===== config.mk =====
export PLATFORM = sky130hd
export DESIGN_NAME = pid_loop_sequencer
export DESIGN_NICKNAME = d
export VERILOG_FILES = /design/src/rtl/pid_loop_sequencer.sv
export SDC_FILE = /design/constraint.sdc
export NUM_CORES = 1
export LEC_CHECK = 0
export CORE_MARGIN = 2
export CORE_UTILIZATION = 51
export CTS_CLUSTER_SIZE = 28
export DETAILED_ROUTE_END_ITERATION = 10
export GPL_TIMING_DRIVEN = 0
export PLACE_DENSITY = 0.78
export SLEW_MARGIN = 0
export SYNTH_ARGS = -nofsm -noshare
export SYNTH_HDL_FRONTEND = slang
export SYNTH_SLANG_ARGS = --single-unit

===== constraint.sdc =====
create_clock -name clk -period 2.3 [get_ports clk]
set_input_delay 0.345 -clock clk [delete_from_list [all_inputs] [get_ports clk]]
set_output_delay 0.345 -clock clk [all_outputs]
set_load 0.01 [all_outputs]

===== src/rtl/pid_loop_sequencer.sv =====
// rtl/pid_loop_sequencer.sv - one PID iteration per sample tick: PV read, calc, output write.
// Watches each phase for a missing done and flags sample overruns.
module pid_loop_sequencer #(
  parameter int PERIOD_W = 8,
  parameter int TIMEOUT  = 64,
  parameter int TMO_W    = 7
) (
  input  logic                clk,
  input  logic                reset,
  input  logic                en,
  input  logic [PERIOD_W-1:0] period,
  input  logic                clr_flags,
  output logic                pv_start,
  input  logic                pv_done,
  output logic                calc_start,
  input  logic                calc_done,
  output logic                out_start,
  input  logic                out_done,
  output logic                busy,
  output logic [1:0]          phase,
  output logic                overrun,
  output logic                fault
);

  localparam logic [1:0] S_IDLE = 2'd0;
  localparam logic [1:0] S_PV   = 2'd1;
  localparam logic [1:0] S_CALC = 2'd2;
  localparam logic [1:0] S_OUT  = 2'd3;

  logic [1:0]          r_state;
  logic [PERIOD_W-1:0] r_cnt;
  logic [TMO_W-1:0]    r_wd;
  logic                r_pv_start;
  logic                r_calc_start;
  logic                r_out_start;
  logic                r_overrun;
  logic                r_fault;

  logic w_tick;
  logic w_done;
  logic w_expire;

  // >= rather than == so a period lowered below the running count fires at once
  assign w_tick = en && (r_cnt >= period);

  assign w_done = ((r_state == S_PV)   && pv_done)   ||
                  ((r_state == S_CALC) && calc_done) ||
                  ((r_state == S_OUT)  && out_done);

  assign w_expire = (r_state != S_IDLE) && (r_wd == TMO_W'(TIMEOUT - 1)) && !w_done;

  always_ff @(posedge clk) begin
    if (reset) begin
      r_state      <= S_IDLE;
      r_cnt        <= '0;
      r_wd         <= '0;
      r_pv_start   <= 1'b0;
      r_calc_start <= 1'b0;
      r_out_start  <= 1'b0;
      r_overrun    <= 1'b0;
      r_fault      <= 1'b0;
    end else begin
      if (!en) begin
        r_cnt <= '0;
      end else if (w_tick) begin
        r_cnt <= '0;
      end else begin
        r_cnt <= r_cnt + 1'b1;
      end

      r_pv_start   <= 1'b0;
      r_calc_start <= 1'b0;
      r_out_start  <= 1'b0;

      case (r_state)
        S_IDLE: begin
          if (w_tick && !r_fault) begin
            r_state    <= S_PV;
            r_pv_start <= 1'b1;
            r_wd       <= '0;
          end
        end
        S_PV: begin
          if (pv_done) begin
            r_state      <= S_CALC;
            r_calc_start <= 1'b1;
            r_wd         <= '0;
          end else if (w_expire) begin
            r_state <= S_IDLE;
          end else begin
            r_wd <= r_wd + 1'b1;
          end
        end
        S_CALC: begin
          if (calc_done) begin
            r_state     <= S_OUT;
            r_out_start <= 1'b1;
            r_wd        <= '0;
          end else if (w_expire) begin
            r_state <= S_IDLE;
          end else begin
            r_wd <= r_wd + 1'b1;
          end
        end
        default: begin
          if (out_done) begin
            r_state <= S_IDLE;
            r_wd    <= '0;
          end else if (w_expire) begin
            r_state <= S_IDLE;
          end else begin
            r_wd <= r_wd + 1'b1;
          end
        end
      endcase

      // set events take priority over a same-cycle clear
      if (w_tick && (r_state != S_IDLE)) begin
        r_overrun <= 1'b1;
      end else if (clr_flags) begin
        r_overrun <= 1'b0;
      end

      if (w_expire) begin
        r_fault <= 1'b1;
      end else if (clr_flags) begin
        r_fault <= 1'b0;
      end
    end
  end

  assign pv_start   = r_pv_start;
  assign calc_start = r_calc_start;
  assign out_start  = r_out_start;
  assign busy       = (r_state != S_IDLE);
  assign phase      = r_state;
  assign overrun    = r_overrun;
  assign fault      = r_fault;

endmodule


==> out/qor.csv <==
stage,metric,value,unit
detailed_routing,ant_nets,0,
timing,setup_viol,0,
timing,setup_tns,0,ns
detailed_routing,routed_wl,2216,µm
logic_synthesis,syn-cell-area,1222,µm²
setup_path,required,2.50,ns
logic_synthesis,async_reset_ff_frac,0,
die,start_util,0.5473,
clock_network,cts_buffer_depth,2,
setup_path,cp_max_fo,6,
global_routing,grt_max_degree,13,
final_layout,drive_gt1_frac,0.1111,
setup_path,start_kind,flip-flop,
timing,finalMaxSlewViolations,0,
placement,dp.cells,186,
setup_path,reg2reg_slack,0.32,ns
clock_network,clkLatencyLatePin,0.31,ns
clock_network,cts_setup_buffers,0,
global_routing,overflow,0,
clock_network,cts_hold_buf,0,
timing,timing.fmax,504.7,MHz
power_and_ir_drop,sw_frac_of_total,0.2230,
final_layout,n_antenna_cell,0,
final_layout,final_common_cell,dfxtp_1,
clock_network,cts_buffers,3,
run,maxCapViolCount,0,
global_routing,grt_use_total,0.1853,
timing,grt_setup_unrepaired,no,
detailed_routing,routedWlPerCell,11.66,µm
clock_network,cts_sinks,22,
logic_synthesis,synth_cell_types,40,
timing,hold_slack,0.2498,ns
placement,port-buffer-count,21,
setup_path,rr_endpoint,phase[0],
outcome,outcome,"complete, no violations",
power_and_ir_drop,p_seq_frac,0.579,
logic_synthesis,avgSynthCellArea,8.923,µm²
logic_synthesis,ys.flop_type,dfxtp_1,
detailed_routing,drc_errors,0,
timing,post-route-min-period,1.981,ns
logic_synthesis,synth_enable_flop_cells,0,
setup_path,reg2reg_from,r_cnt[0],
clock_network,clkTransAtPathRegs,0.12,ns
final_layout,final_cell_mix,"dfxtp_1 (22), clkdlybuf4s50_1 (21), inv_1 (14), nor2_1 (14), ha_1 (10)",
detailed_routing,dr.first_iter.drc_count,11,
logic_synthesis,synth_seq_area_share,0.3603,
logic_synthesis,yosys_warnings,0,
timing,finalCritPeriodShare,0.8615,
detailed_routing,drtPass1Iterations,4,
final_layout,area_delta_synth_final,23.03,%
logic_synthesis,synth.net_count,162,
die,ios,23,
power_and_ir_drop,p_leak,0.6270,nW
detailed_routing,num_vias,1002,
detailed_routing,viasPerCell,5.274,
die,fp.dieH,52.96,µm
worst_hold_path,hp-start,reset,
clock_network,cts_tree,done,
setup_path,cp.arrival,2.18,ns
power_and_ir_drop,switchingPower,0.0001485,W
worst_hold_path,hp-class,primary input to flip-flop,
final_layout,fin_cells,190,
worst_hold_path,min_path_cells,2,
placement,gp_congestion,0.8242,
setup_path,r2r_cells,7,
timing,slew_headroom,0.7599,
timing,fin_worst_skew,0.004378,ns
clock_network,h-tree-depth,1,
clock_network,post_cts_resize_count,0,
final_layout,nNetsFinal,188,
power_and_ir_drop,clkPwrFrac,0.321,
power_and_ir_drop,power-per-cell-area,442.8,nW/µm²
global_routing,grt_pass1_wl,3870,µm
final_layout,fillers,193,
power_and_ir_drop,combPwrFrac,0.100,
logic_synthesis,synthCells,137,
setup_path,criticalPathCategory,flip-flop to flip-flop,
worst_hold_path,worst_hold_path.endpoint,fault,
die,dieWidth,52.96,µm
global_routing,grt_pass1_vias,952,
logic_synthesis,synth_seq_cells,22,
placement,hpwl,1764,µm
setup_path,cp-end-kind,flip-flop,
global_routing,antenna_found_initial,0,
power_and_ir_drop,p_int,0.0005174,W
die,rows,17,
clock_network,cts_root_buffer,clkbuf_4,
die,dieArea,2805,µm²
timing,hold_violations,0,
power_and_ir_drop,ir_worst_vdd,0.4135,mV
timing,worst_pin_slew,0.3551,ns
die,core_area,2233,µm²
[power by group through the flow]
stage          registers [W]   logic, W  clock network, W
2_1_floorplan       0.000394  0.0000358                 0
3_3_place_gp        0.000394  0.0000648                 0
3_5_place_dp        0.000394  0.0000670                 0
4_1_cts             0.000386  0.0000672          0.000219
5_1_grt             0.000387  0.0000751          0.000237
6_report            0.000386  0.0000663          0.000214
[cell usage after synthesis (all sizes together) (2+ instances only)]
| master | count | area (µm²) |
|---|---|---|
| nand2b | 4 | 32.53 |
| nand3 | 9 | 57.56 |
| dfxtp | 22 | 440.4 |
| buf | 2 | 10.01 |
| nor3 | 3 | 26.28 |
| a21boi | 2 | 15.01 |
| a21oi | 8 | 40.04 |
| and3 | 2 | 12.51 |
| nand2 | 7 | 26.28 |
| xor2 | 5 | 43.79 |
| o21ai | 12 | 71.32 |
| ha | 10 | 125.1 |
| nor2 | 14 | 52.55 |
| nor4 | 3 | 18.77 |
| nand4 | 2 | 18.77 |
| inv | 14 | 52.55 |
[per-stage QoR]
step           cell area (µm²)   power, W  setup slack [ns]    util
2_1_floorplan             1222  0.0004296            0.4722       -
4_1_cts                   1504  0.0006721            0.3021  0.6734
6_report                  1504  0.0006659            0.3186  0.6734
3_3_place_gp              1468  0.0004593           0.04087  0.6571
5_1_grt                   1504  0.0006987            0.1920  0.6734
3_5_place_dp              1468  0.0004614         0.0009479  0.6571
[critical path: stages (launching register included)]
cell and delay (ns):
dfxtp_1 0.44, inv_1 0.06, ha_1 0.26, nand2b_4 0.13, a2111o_1 0.45, a31oi_4 0.30
or3_2 0.17, a21oi_1 0.06
[final cells by class]
type	instances	area, µm²	share of cell area
multi-input combinational	98	705.7	0.4692
sequential	22	440.4	0.2928
timing repair buffer	21	210.2	0.1398
inverter	14	52.55	0.03494
clock buffer	4	36.28	0.02413
tap	28	35.03	0.02329
buffer	3	23.77	0.01581
[cell families after synthesis]
logic type               share of synthesized area
AO/OA/AOI/OAI                               0.1842
XOR/XNOR                                   0.04299
adder cells (fa/ha/maj)                     0.1024
buffers and inverters                      0.06243
flip-flops                                  0.3603
multiplexers                              0.009211
AND/OR/NAND/NOR                             0.2385
[registers in the layout, summed over array words and instances (netlist names)]
name	cells
calc_start	1
fault	1
out_start	1
overrun	1
phase	2
pv_start	1
r_cnt	8
r_wd	7
[how the worst max path moves through the flow]
stage | endpoint | from | slack [ns]
finish | phase[0] | r_cnt[0] | 0.32
global route | r_cnt[4] | r_cnt[0] | 0.19
CTS | phase[0] | r_cnt[0] | 0.30
detailed placement | phase[0] | period[7] | 0.0009
global placement | phase[0] | period[0] | 0.04
floorplan | phase[0] | r_cnt[0] | 0.47
[metal layers]
layer,vias to the layer above,wire (µm),GRT usage
met5,-,0,0
li1,535,-,-
met3,2,113,0.05085
met4,0,9,0.03846
met2,23,1002,0.3063
met1,442,1090,0.2404
No activity file was read; power rests on OpenSTA's default activity.
